File: src/rtl/snn_pkg.sv
// Shared types and helpers for the spiking-neuron datapath blocks.
// Holds the accumulator FSM state encoding, a constant clog2 and a signed clamp.
// Pure package: no logic, no timing.
package snn_pkg;

  localparam int DEF_WW    = 2;
  localparam int DEF_OUT_W = 5;

  typedef enum logic [1:0] {
    IDLE  = 2'd0,
    ACCUM = 2'd1,
    DONE  = 2'd2
  } acc_state_e;

  // Ceiling log2 for elaboration-time sizing; clog2(1) = 0.
  function automatic int clog2(input int v);
    int r;
    r = 0;
    for (int i = 0; i < 31; i++) begin
      if ((1 << i) < v) r = i + 1;
    end
    return r;
  endfunction

  // Clamp a signed value into the range of a w-bit signed number.
  function automatic logic signed [31:0] sat_signed(input logic signed [31:0] v, input int w);
    logic signed [31:0] hi;
    logic signed [31:0] lo;
    hi = (32'sd1 <<< (w - 1)) - 32'sd1;
    lo = -(32'sd1 <<< (w - 1));
    if (v > hi) return hi;
    if (v < lo) return lo;
    return v;
  endfunction

endpackage

File: src/rtl/weighted_lane_adder.sv
// Sums LANES spike-gated signed weights into one ACC_W-bit signed partial sum.
// Latency: combinational, zero cycles.
// Backpressure: none; purely a function of its inputs.
module weighted_lane_adder #(
  parameter int LANES = 2,
  parameter int WW    = 2,
  parameter int ACC_W = 7
) (
  input  logic [LANES-1:0]        lane_spikes,
  input  logic [LANES*WW-1:0]     lane_weights,
  output logic signed [ACC_W-1:0] lane_sum
);

  // Each active lane contributes its sign-extended weight; idle lanes add nothing.
  always_comb begin
    lane_sum = '0;
    for (int i = 0; i < LANES; i++) begin
      if (lane_spikes[i]) begin
        lane_sum = lane_sum + ACC_W'($signed(lane_weights[i*WW +: WW]));
      end
    end
  end

endmodule

File: src/rtl/input_current_accumulator.sv
// Accumulates M spike-gated signed weights, LANES per cycle, into a saturated/wrapped current.
// Latency: out_valid rises NBEATS = ceil(M/LANES) cycles after the accepting edge.
// Backpressure: one vector in flight; result held in DONE until out_ready, in_ready only in IDLE.
module input_current_accumulator
  import snn_pkg::*;
#(
  parameter int M        = 8,
  parameter int WW       = DEF_WW,
  parameter int LANES    = 2,
  parameter int OUT_W    = DEF_OUT_W,
  parameter int SATURATE = 1
) (
  input  logic               clk,
  input  logic               reset,
  input  logic               in_valid,
  output logic               in_ready,
  input  logic [M-1:0]       input_spikes,
  input  logic [M*WW-1:0]    weights,
  output logic               out_valid,
  input  logic               out_ready,
  output logic [OUT_W-1:0]   input_current,
  output logic               overflow
);

  localparam int NBEATS = (M + LANES - 1) / LANES;
  // Captured vectors are padded to a whole number of beats; pad spikes are 0 so they add nothing.
  localparam int PAD_N  = NBEATS * LANES;
  localparam int ACC_W  = WW + clog2(M + 1) + 1;
  localparam int BEAT_W = (clog2(NBEATS) > 0) ? clog2(NBEATS) : 1;
  localparam logic [BEAT_W-1:0] LAST_BEAT = BEAT_W'(NBEATS - 1);
  localparam logic signed [31:0] OUT_MAX = (32'sd1 <<< (OUT_W - 1)) - 32'sd1;
  localparam logic signed [31:0] OUT_MIN = -(32'sd1 <<< (OUT_W - 1));

  acc_state_e               state_q,   state_d;
  logic [BEAT_W-1:0]        beat_q,    beat_d;
  logic signed [ACC_W-1:0]  acc_q,     acc_d;
  logic [PAD_N-1:0]         spikes_q,  spikes_d;
  logic [PAD_N*WW-1:0]      weights_q, weights_d;
  logic [OUT_W-1:0]         cur_q,     cur_d;
  logic                     ovf_q,     ovf_d;

  logic [LANES-1:0]         lane_spk;
  logic [LANES*WW-1:0]      lane_wt;
  logic signed [ACC_W-1:0]  lane_sum;
  logic signed [ACC_W-1:0]  acc_sum;
  logic signed [31:0]       acc_ext;
  logic signed [31:0]       sat_val;
  logic [OUT_W-1:0]         cur_map;
  logic                     ovf_map;

  // Select the current beat's slice of the captured vectors with constant indices.
  always_comb begin
    lane_spk = '0;
    lane_wt  = '0;
    for (int b = 0; b < NBEATS; b++) begin
      if (beat_q == BEAT_W'(b)) begin
        lane_spk = spikes_q[b*LANES +: LANES];
        lane_wt  = weights_q[b*LANES*WW +: LANES*WW];
      end
    end
  end

  weighted_lane_adder #(
    .LANES (LANES),
    .WW    (WW),
    .ACC_W (ACC_W)
  ) u_lane_adder (
    .lane_spikes  (lane_spk),
    .lane_weights (lane_wt),
    .lane_sum     (lane_sum)
  );

  // Running sum and its mapping onto the OUT_W signed output range.
  always_comb begin
    acc_sum = acc_q + lane_sum;
    acc_ext = 32'(acc_sum);
    sat_val = sat_signed(acc_ext, OUT_W);
    ovf_map = (acc_ext > OUT_MAX) || (acc_ext < OUT_MIN);
    cur_map = (SATURATE != 0) ? OUT_W'(sat_val) : OUT_W'(acc_ext);
  end

  // FSM next-state: capture in IDLE, one beat per cycle in ACCUM, hold result in DONE.
  always_comb begin
    state_d   = state_q;
    beat_d    = beat_q;
    acc_d     = acc_q;
    spikes_d  = spikes_q;
    weights_d = weights_q;
    cur_d     = cur_q;
    ovf_d     = ovf_q;
    case (state_q)
      IDLE: begin
        if (in_valid) begin
          spikes_d  = PAD_N'(input_spikes);
          weights_d = (PAD_N*WW)'(weights);
          acc_d     = '0;
          beat_d    = '0;
          state_d   = ACCUM;
        end
      end
      ACCUM: begin
        acc_d  = acc_sum;
        beat_d = beat_q + BEAT_W'(1);
        if (beat_q == LAST_BEAT) begin
          cur_d   = cur_map;
          ovf_d   = ovf_map;
          beat_d  = '0;
          state_d = DONE;
        end
      end
      DONE: begin
        if (out_ready) state_d = IDLE;
      end
      default: state_d = IDLE;
    endcase
  end

  // State registers; reset aborts any vector in flight and clears the result.
  always_ff @(posedge clk) begin
    if (reset) begin
      state_q   <= IDLE;
      beat_q    <= '0;
      acc_q     <= '0;
      spikes_q  <= '0;
      weights_q <= '0;
      cur_q     <= '0;
      ovf_q     <= 1'b0;
    end else begin
      state_q   <= state_d;
      beat_q    <= beat_d;
      acc_q     <= acc_d;
      spikes_q  <= spikes_d;
      weights_q <= weights_d;
      cur_q     <= cur_d;
      ovf_q     <= ovf_d;
    end
  end

  assign in_ready      = (state_q == IDLE);
  assign out_valid     = (state_q == DONE);
  assign input_current = cur_q;
  assign overflow      = ovf_q;

endmodule

File: config.mk
export PLATFORM = sky130hd
export DESIGN_NAME = input_current_accumulator
export DESIGN_NICKNAME = d
export VERILOG_FILES = /design/src/rtl/snn_pkg.sv /design/src/rtl/weighted_lane_adder.sv /design/src/rtl/input_current_accumulator.sv
export SDC_FILE = /design/constraint.sdc
export NUM_CORES = 1
export LEC_CHECK = 0
export BUFFER_PORTS_ARGS = -buffer_cell sky130_fd_sc_hd__buf_2
export CELL_PAD_IN_SITES_DETAIL_PLACEMENT = 2
export CELL_PAD_IN_SITES_GLOBAL_PLACEMENT = 2
export CORE_ASPECT_RATIO = 2
export CORE_UTILIZATION = 25
export DETAILED_ROUTE_END_ITERATION = 6
export GPL_ROUTABILITY_DRIVEN = 0
export PLACE_DENSITY = 0.68
export RECOVER_POWER = 25
export SYNTH_ARGS = -nofsm -noshare
export SYNTH_HDL_FRONTEND = slang
export SYNTH_SLANG_ARGS = --single-unit
File: constraint.sdc
create_clock -name clk -period 12.7 [get_ports clk]
set_input_delay 1.905 -clock clk [delete_from_list [all_inputs] [get_ports clk]]
set_output_delay 1.905 -clock clk [all_outputs]
set_load 0.05 [all_outputs]
# Word-level counts from Yosys, hierarchy flattened
# Cells that the tools add are included.
op_classes:
  order_cmp: 2
  reduce_logical: 8
  mux: 26
  eq_ne: 8
  add_sub_neg: 3
op_table:
  columns: ["operator", "n"]
  rows:
  - ["7-bit 2-to-1 mux", 3]
  - ["5-bit 2-to-1 mux", 4]
  - ["2-bit 2-to-1 mux", 9]
  - ["4-bit 2-to-1 mux", 4]
  - ["7-bit one-hot mux with 2 select lines", 1]
  - ["7-bit by 2-bit adder with 7-bit output", 1]
  - ["7-bit adder", 1]
  - ["7-bit by 5-bit > comparator with 1-bit output, second input constant", 1]
  - ["7-bit by 5-bit less-than comparator with 1-bit output, second input constant", 1]
  - ["2-bit == test, second input constant", 3]
  - ["2-bit one-hot mux with 3 select lines", 1]
  - ["2-bit AND reduction", 3]
  - ["2-bit by 1-bit == test with 1-bit output, second input constant", 2]
  - ["2-bit zero test", 2]
  - ["2-bit inequality test, second input constant", 2]
  - ["2-bit one-hot mux with 2 select lines", 1]
  - ["1-bit 2-to-1 mux", 3]
  - ["3-bit AND reduction", 1]
  - ["2-bit by 1-bit adder with 2-bit output, second input constant", 1]
  - ["2-bit by 1-bit inequality test with 1-bit output, second input constant", 1]
  - ["2-bit nonzero test", 1]
  - ["1-bit logical OR", 1]
word_totals:
  regBits: 41
  in_bits: 28
  word_cells: 54
  output_inout_bits: 8

# Depth between registers and ports, before layout
# Gate-level depths: netlist of run 1.
depth:
  depth_word: 14
  ltp_mapped: 21
  mapped_depth_nobuf: 21

# Hierarchy
# A second synthesis of run 1 with hierarchy kept.
unflattened:
  cells_unflattened: 312
  area_unflattened_um2: 2378.5
by_module_without_submodules:
  columns: ["mod", "seq_area_each_um2", "instances", "area_each_um2", "cells_each"]
  rows:
  - ["input_current_accumulator", 820.8, 1, 2212.1, 294]
  - ["weighted_lane_adder", 0.0, 1, 166.4, 18]

# Worst setup path before layout of run 1
# Ideal clock, no wire load.
synth_path:
  kind: "register -> register"
  start: "register beat_q[0]"
  end: "register cur_q[1] (netlist: input_current[1])"
  path_stages_with_launch: 21
  t_required_ps: 12614
  setup_time_ps: 86
  n_path_buf: 1
  synth_period_minus_slack_ps: 4302
  arrival_ps: 4216
  setup_slack_ps: 8398
  path_cell_list: "dfxtp_1 -> inv_1 -> ha_1 -> buf_2 -> a21oi_1 -> a21oi_1 -> nand2_1 -> o21ai_0 -> ha_1 -> fa_1 -> fa_1 -> inv_1 -> a21oi_1 -> ha_1 -> nor2b_1 -> o221ai_1 -> nand2_1 -> a21oi_1 -> xnor3_1 -> a221o_2 -> a221oi_2"
synth_between:
  elab_chain_len: 14
  elab_cells_between_ends: 25
  classes_between: "2 x add/sub; 2 x order compare; 3 x eq/ne; 16 x mux; 2 x reduce/logical"
synth_rtl:
  columns: ["item", "line", "source"]
  rows:
  - ["from (decl)", "input_current_accumulator.sv:35", "logic [BEAT_W-1:0] beat_q, beat_d;"]
  - ["from (signal assigned)", "input_current_accumulator.sv:130", "beat_q <= beat_d;"]
  - ["2-bit zero test", "input_current_accumulator.sv:56", "if (beat_q == BEAT_W'(b)) begin"]
  - ["4-bit 2-to-1 mux / 2-bit 2-to-1 mux (equally long branches) (4 in a row)", "input_current_accumulator.sv:56", null]
  - ["7-bit 2-to-1 mux", "weighted_lane_adder.sv:18", "if (lane_spikes[i]) begin"]
  - ["7-bit by 2-bit adder with 7-bit output", "weighted_lane_adder.sv:19", "lane_sum = lane_sum + ACC_W'($signed(lane_weights[i*WW +: WW]));"]
  - ["7-bit 2-to-1 mux", "weighted_lane_adder.sv:18", null]
  - ["7-bit adder", "input_current_accumulator.sv:75", "acc_sum = acc_q + lane_sum;"]
  - ["7-bit by 5-bit less-than comparator with 1-bit output", "snn_pkg.sv:32", "if (v < lo) return lo;"]
  - ["1-bit 2-to-1 mux (2 in a row)", "snn_pkg.sv:32", null]
  - ["5-bit 2-to-1 mux", "snn_pkg.sv:33", "return v;"]
  - ["5-bit 2-to-1 mux", "snn_pkg.sv:32", null]
  - ["to (signal assigned)", "input_current_accumulator.sv:134", "cur_q <= cur_d;"]
  - ["to (decl)", "input_current_accumulator.sv:39", "logic [OUT_W-1:0] cur_q, cur_d;"]
# Parallel ways exist; a longest one is shown, timed or not. The select of a mux whose other input is x is not followed.
# A chain may end at the register's enable or synchronous reset.

# Final worst setup path of run 1
layout_path:
  start: "register beat_q[0]"
  end: "register cur_q[0] (netlist: input_current[0])"
# The elaborated chain is that of the path after synthesis.

==> run_results.csv, run 1 <==
group,metric,value,unit
clock_network,cts.clk_slew.worst_paths,0.06,ns
clock_network,hold_buffers,0,
yosys,dominantRegCellSynth,"dfxtp_1",
layout,drive_above_1_share,0.158,
power_and_ir_drop,p_leak,1.03,nW
worst_setup_path,r2r_start,"beat_q[0]$_SDFFE_PP0P_",
clock_network,cts_num_sinks,41,
power_and_ir_drop,seqPwrFrac,0.434,
clock_network,htreeDepth,2,
floorplanning,dieHeight,135,um
floorplanning,row_count,48,
floorplanning,dieArea,0.00921,mm^2
clock_network,cts_tree,"built",
sta,slew_viol_final,42,
yosys,ys_warn_count,0,
detailed_routing,viasPerCell,5.07,
sta,fin_crit_sh,0.402,
job,drv_cap,1,
worst_setup_path,startpoint_type,"flip-flop",
detailed_routing,antenna_left,0,
clock_network,clock_path_buffers,2,
global_routing,grt_pass1_wl,10700,um
power_and_ir_drop,power_frac_comb,0.179,
yosys,synth_top_area_frac,0.373,
min_path,whs_path_depth,2,
yosys,synth_area,0.00220,mm^2
worst_setup_path,cp-end-kind,"flip-flop",
sta,slew_headroom,-0.324,
global_routing,grt.overflow.total,0,
sta,setup_tns,0,ns
global_routing,grt_max_degree,42,
detailed_routing,wirelength,6840,um
worst_setup_path,crit_path_max_incr_delay,0.49,ns
detailed_routing,route.met2.wl,4080,um
worst_setup_path,r2r-end,"input_current[0]$_SDFFE_PP0P_",
worst_setup_path,cp.arrival,5.18,ns
clock_network,post_cts_buffers,0,
sta,finalCriticalPeriod,5.11,ns
power_and_ir_drop,p_sw_frac,0.289,
layout,finalNetCount,352,
detailed_routing,drc,0,
worst_setup_path,path_cells,"inv_1 -> ha_1 -> nand2_1 -> nor2_1 -> a21oi_1 -> nor2_1 -> a21oi_1 -> o21ai_0 -> ha_1 -> fa_1 -> fa_1 -> inv_1 -> a21oi_1 -> ha_1 -> nor2b_1 -> o22ai_1 -> xnor2_1 -> a21oi_1 -> a2bb2oi_1 -> a21o_1 -> a221oi_2",
sta,hold_violations,0,
worst_setup_path,r2r_setup_slack,7.59,ns
detailed_routing,routed.top_layer,"met4",
floorplanning,core,0.00859,mm^2
min_path,hold_end,"spikes_q[2]$_SDFFE_PP0P_",
worst_setup_path,crit_path_frequent_cell,"a21oi_1",
clock_network,clk_latency,0.29,ns
detailed_routing,wl_per_cell,16.6,um
layout,syn2layout_area_growth,17.1,%
min_path,hp-class,"reg -> reg",
yosys,synth_largest_area_cell,"dfxtp_1",
power_and_ir_drop,vdd_ir_drop_max,61.8,uV
detailed_routing,drt_iter0_markers,80,
detailed_routing,dr.pass1.iters,4,
floorplanning,start_util,0.256,
clock_network,cts-resized-gates,0,
global_routing,grt_pass1_vias,2128,
placement,io_buffers,35,
sta,finalSetupViolCount,0,
power_and_ir_drop,pwr-share-clk,0.386,
floorplanning,ioPinCount,36,
floorplanning,die_x,68.3,um
power_and_ir_drop,internal_power,0.228,mW
sta,rsz0062_at_grt,"false",
clock_network,root_buffer,"clkbuf_16",
worst_setup_path,path_class,"reg -> reg",
yosys,synthCells,283,
worst_setup_path,reg2reg_depth,21,
worst_setup_path,path_max_fanout,6,
run_status,status,"finished, violations left",
detailed_routing,wl_met1,2390,um
detailed_routing,routed-via-count,2082,
sta,fmax,0.196,GHz
clock_network,cts_buffers,5,
yosys,synth_area_leaders,"dfxtp_1 (37%), a21oi_1 (12%), nand2_1 (12%), ha_1 (6.3%), a221oi_2 (3.4%)",
yosys,synthArstFlopShare,0,
min_path,min_from,"spikes_q[2]$_SDFFE_PP0P_",
power_and_ir_drop,p_per_area,125,mW/mm^2
sta,hold_ws,0.464,ns
layout,antennaDiodeCount,0,
sta,fin_worst_skew,0.00493,ns
yosys,synth_seq_cells,41,
yosys,synth.most_common_cell,"nand2_1",
run_status,violations,"max-capacitance violations, max-slew violations",
sta,worst_pin_slew,1.99,ns
yosys,syn_nets,325,
yosys,ys_types,34,
yosys,synth_edf_count,0,
placement,dp_hpwl,5280,um
worst_setup_path,slowest_stage,"fa_1",
global_routing,grt_antenna_before_repair,0,
global_routing,grt.total_usage,0.163,
yosys,syn_area_per_cell,7.78,um^2
worst_setup_path,cp.required,12.77,ns
detailed_routing,met3WireLength,105,um
yosys,ys_seq_area_frac,0.373,
yosys,synth_common_cells,"nand2_1 (68), a21oi_1 (53), dfxtp_1 (41)",
power_and_ir_drop,p_switching,0.0930,mW
## state kept, by name, summed over array words and instances, names as in the netlist
register       cells
spikes_q           8
overflow           1
weights_q         16
acc_q              7
beat_q             2
state_q            2
input_current      5
## per-stage QoR
stage	util	instance area, um^2	cells	power [mW]	setup WS [ns]
floorplan	-	2200	283	0.182	8.40
global placement	0.285	2450	403	0.199	7.94
detailed placement	0.285	2450	403	0.201	7.64
CTS	0.301	2590	411	0.327	7.61
global route	0.300	2580	411	0.336	7.27
finish	0.300	2580	411	0.321	7.59
## layer usage
metal / GRT usage / vias up
met5: 0 / -
met1: 0.155 / 1017
met3: 0.0169 / 16
met4: 0.0903 / 0
met2: 0.312 / 33
li1: - / 1016
## cells by family after synthesis
group	count (synthesis)	synth area share
AO/OA/AOI/OAI	82	0.235
AND/OR/NAND/NOR	114	0.226
adder cells (fa/ha/maj)	14	0.0898
flip-flops	41	0.373
multiplexers	1	0.00512
buffers and inverters	27	0.0483
XOR/XNOR	4	0.0222
## layout by cell type, fill, tap and decap left out, drive strengths merged, types with 5 or more instances in the layout
master / instances
nand2: 68
a21oi: 54
dfxtp: 41
buf: 30
nor2: 16
clkbuf: 13
ha: 11
inv: 10
nand3: 8
nor2b: 6
o21ai: 6
a211oi: 6
a221oi: 5
## worst max-delay path by stage
stage	start	slack [ns]	to	cells past startpoint
2_1_floorplan	beat_q[0]$_SDFFE_PP0P_	8.40	input_current[1]$_SDFFE_PP0P_	20
3_3_place_gp	beat_q[0]$_SDFFE_PP0P_	7.94	input_current[2]$_SDFFE_PP0P_	21
3_5_place_dp	beat_q[0]$_SDFFE_PP0P_	7.64	input_current[0]$_SDFFE_PP0P_	21
4_1_cts	beat_q[0]$_SDFFE_PP0P_	7.61	input_current[0]$_SDFFE_PP0P_	21
5_1_grt	beat_q[0]$_SDFFE_PP0P_	7.27	input_current[0]$_SDFFE_PP0P_	19
6_report	beat_q[0]$_SDFFE_PP0P_	7.59	input_current[0]$_SDFFE_PP0P_	21
## area by class of cell
class                   instances  area, um^2
fillers                      1031        6010
multi-input cells             215        1270
flip-flops and latches         41         821
repair buffers                 37         181
clock buffers                   6         129
well taps                     100         125
inverters                      10        37.5
clock inverters                 2        10.0
## critical path, delay by kind of cell (launching register included)
kind            cells  cell delay (ns)
buf+inv             2             0.14
simple gates        4             0.38
flops               1             0.41
compound gates      9             1.97
xor+xnor            1             0.21
fa+ha+maj           5             1.76
## power groups by stage
stage	sequential (mW)	combinational, mW	clock (mW)
3_5_place_dp	0.143	0.0589	0
2_1_floorplan	0.140	0.0413	0
3_3_place_gp	0.142	0.0570	0
5_1_grt	0.140	0.0646	0.131
6_report	0.140	0.0577	0.124
4_1_cts	0.140	0.0595	0.128
(Power assumes the default switching activity.)
==> run 2, diff against run 1 <==
--- a/config.mk
+++ b/config.mk
@@ -5,6 +5,7 @@
 export SDC_FILE = /design/constraint.sdc
 export NUM_CORES = 1
 export LEC_CHECK = 0
+export ABC_AREA = 1
 export BUFFER_PORTS_ARGS = -buffer_cell sky130_fd_sc_hd__buf_2
 export CELL_PAD_IN_SITES_DETAIL_PLACEMENT = 2
 export CELL_PAD_IN_SITES_GLOBAL_PLACEMENT = 2
==> constraint.sdc (replaced) <==
create_clock -name clk -period 5.3 [get_ports clk]
set_input_delay 0.795 -clock clk [delete_from_list [all_inputs] [get_ports clk]]
set_output_delay 0.795 -clock clk [all_outputs]
set_load 0.05 [all_outputs]
==> run_results.csv, run 2 <==
group,metric,value,unit
run_status,status,"finished, final reports clean",
worst_setup_path,path_max_fanout,7,
clock_network,hold_buffers,0,
worst_setup_path,cp.arrival,4.59,ns
detailed_routing,drt_iter0_markers,53,
clock_network,cts_tree,"built",
power_and_ir_drop,total_power,0.858,mW
worst_setup_path,crit_path_max_incr_delay,0.43,ns
worst_setup_path,cp.buffers_inverters,5,
layout,drive_above_1_share,0.199,
sta,rsz0062_at_grt,"false",
clock_network,post_cts_buffers,0,
clock_network,htreeDepth,2,
clock_network,cts_num_sinks,41,
worst_setup_path,crit_path_frequent_cell,"nand2_1",
yosys,synth_common_cells,"nor2_1 (54), nand2_1 (47), dfxtp_1 (41)",
sta,finalCriticalPeriod,4.39,ns
clock_network,clock_path_buffers,2,
detailed_routing,routed-via-count,2081,
detailed_routing,drc,0,
floorplanning,row_count,48,
layout,antennaDiodeCount,0,
yosys,dominantRegCellSynth,"dfxtp_1",
global_routing,grt_max_degree,32,
layout,largestRegisters,"weights_q (16), spikes_q (8), acc_q (7)",
yosys,synth_area,0.00226,mm^2
floorplanning,ioPinCount,36,
sta,worst_pin_slew,0.799,ns
yosys,synth_top_family_by_area,"simple AND/OR/NAND/NOR gates",
sta,setup_tns,0,ns
yosys,synthArstFlopShare,0,
sta,final.setup.worst_slack,0.912,ns
global_routing,grt_pass1_wl,11300,um
sta,fin_worst_skew,0.00755,ns
yosys,synth_largest_area_cell,"dfxtp_1",
sta,hold_violations,0,
floorplanning,dieArea,0.00944,mm^2
detailed_routing,wl_per_cell,15.7,um
yosys,synth_top_area_frac,0.363,
layout,final_core_util,0.302,
power_and_ir_drop,vdd_ir_drop_max,235,uV
clock_network,cts.clk_slew.worst_paths,0.07,ns
layout,final_common_cell,"nor2_1",
global_routing,grt.overflow.total,0,
yosys,synth.most_common_cell,"nor2_1",
yosys,synthCells,304,
detailed_routing,antenna_left,0,
worst_setup_path,slowest_stage,"fa_1",
yosys,synth_seq_cells,41,
sta,fin_crit_sh,0.828,
clock_network,cts-resized-gates,0,
yosys,muxShareOfSynthArea,0,
global_routing,grt_pass1_vias,2355,
worst_setup_path,path_class,"reg -> reg",
sta,finalSetupViolCount,0,
yosys,synthAdderAreaFrac,0.0875,
yosys,synth_xor_area_frac,0.0116,
floorplanning,core,0.00871,mm^2
worst_setup_path,startpoint_type,"flip-flop",
detailed_routing,viasPerCell,4.76,
yosys,ys_types,34,
floorplanning,die_x,69.2,um
placement,io_buffers,35,
detailed_routing,wirelength,6870,um
min_path,hp-class,"reg -> reg",
floorplanning,dieHeight,136,um
layout,largest_reg_flops,16,
worst_setup_path,cp-end-kind,"flip-flop",
layout,most-common-layout-cells,"nor2_1 (55), nand2_1 (47), dfxtp_1 (41)",
global_routing,grt.total_usage,0.158,
yosys,synth_edf_count,0,
yosys,ys_seq_area_frac,0.363,
worst_setup_path,critPathTopFamily,"adder cells",
detailed_routing,dr.pass1.iters,4,
yosys,yosys.area_share.simple,0.286,
layout,finalNetCount,378,
sta,slew_viol_final,0,
clock_network,root_buffer,"clkbuf_16",
yosys,syn_area_per_cell,7.43,um^2
placement,dp_slack,0.885,ns
yosys,synth_area_leaders,"dfxtp_1 (36%), nor2_1 (9.0%), nand2_1 (7.8%), o21ai_0 (7.3%), ha_1 (6.1%)",
clock_network,clk_latency,0.29,ns
power_and_ir_drop,p_per_area,327,mW/mm^2
floorplanning,start_util,0.259,
worst_setup_path,cp.required,5.50,ns
sta,slew_headroom,0.467,
layout,top_register,"weights_q",
clock_network,cts_buffers,5,
yosys,ys_warn_count,0,
yosys,syn_nets,346,
layout,syn2layout_area_growth,16.3,%
yosys,synth_compound_area_frac,0.168,
power_and_ir_drop,p_leak,1.19,nW
global_routing,grt_antenna_before_repair,0,
job,drv_cap,0,
placement,dp_hpwl,5650,um
sta,fmax,0.228,GHz
-- run 2: changes by cell type in the layout (fill, tap and decap cells not counted), sizes merged, moves of 8 or more --
cell and change:
a21oi -30, o21ai +27, nand2 -8, nor2 +44, inv +24
-- run 2: routing by layer --
metal	GRT usage	up-vias	share of wire
li1	-	1033	-
met1	0.131	992	0.32
met2	0.333	37	0.61
met3	0.0252	19	0.018
met4	0.0952	0	0.049
met5	0	-	0
-- run 2: report_power, final --
| part | switching (mW) | internal [mW] |
|---|---|---|
| combinational | 0.130 | 0.0710 |
| clock | 0.138 | 0.175 |
| sequential | 0.0151 | 0.329 |
-- run 2: area by class of cell --
class                           instances  area [um^2]
Clock buffer                            5          125
Multi-Input combinational cell        219         1240
Inverter                               34          128
Tap cell                              100          125
Fill cell                            1040         6080
Clock inverter                          3         21.3
Timing Repair Buffer                   35          164
Sequential cell                        41          821
-- run 2: cells by family after synthesis --
kind of cell,Yosys count
AND/OR/NAND/NOR,134
AO/OA/AOI/OAI,68
buffers and inverters,44
flip-flops,41
adder cells (fa/ha/maj),14
XOR/XNOR,3
-- run 2: final timing paths --
| kind | start | cells past startpoint | endpoint | slack [ns] |
|---|---|---|---|---|
| worst min-delay path | acc_q[4]$_SDFFE_PP0P_ | 2 | acc_q[4]$_SDFFE_PP0P_ | 0.48 |
| worst min register to register | acc_q[4]$_SDFFE_PP0P_ | 2 | acc_q[4]$_SDFFE_PP0P_ | 0.48 |
| worst max register to register | beat_q[0]$_SDFFE_PP0P_ | 27 | overflow$_SDFFE_PP0P_ | 0.91 |
| worst max-delay path | beat_q[0]$_SDFFE_PP0P_ | 27 | overflow$_SDFFE_PP0P_ | 0.91 |
-- run 2: worst reg2reg max path, stage by stage, from the launching register on --
cell	delay (ns)
dfxtp_1	0.33
inv_1	0.12
ha_1	0.37
inv_2	0.14
nor2_2	0.10
nor2_1	0.06
nand2_1	0.10
nand2_2	0.08
o211ai_1	0.13
inv_1	0.08
ha_1	0.21
fa_1	0.38
fa_1	0.43
o21a_1	0.24
ha_1	0.40
nand2_1	0.10
nor2_1	0.10
nand2_1	0.08
nand3_1	0.07
nand2_1	0.06
nand2_2	0.09
inv_1	0.06
nand3_2	0.14
nand2_4	0.10
a21oi_4	0.16
nand2_1	0.07
nand2_1	0.06
inv_1	0.04
-- run 2: stage by stage --
| stage | hold WS [ns] | instance area [um^2] | instances |
|---|---|---|---|
| detailed placement | 0.473 | 2500 | 429 |
| finish | 0.482 | 2630 | 437 |
| floorplan | 0.429 | 2260 | 304 |
| global route | 0.509 | 2630 | 437 |
| CTS | 0.484 | 2650 | 437 |
| global placement | 0.454 | 2500 | 429 |
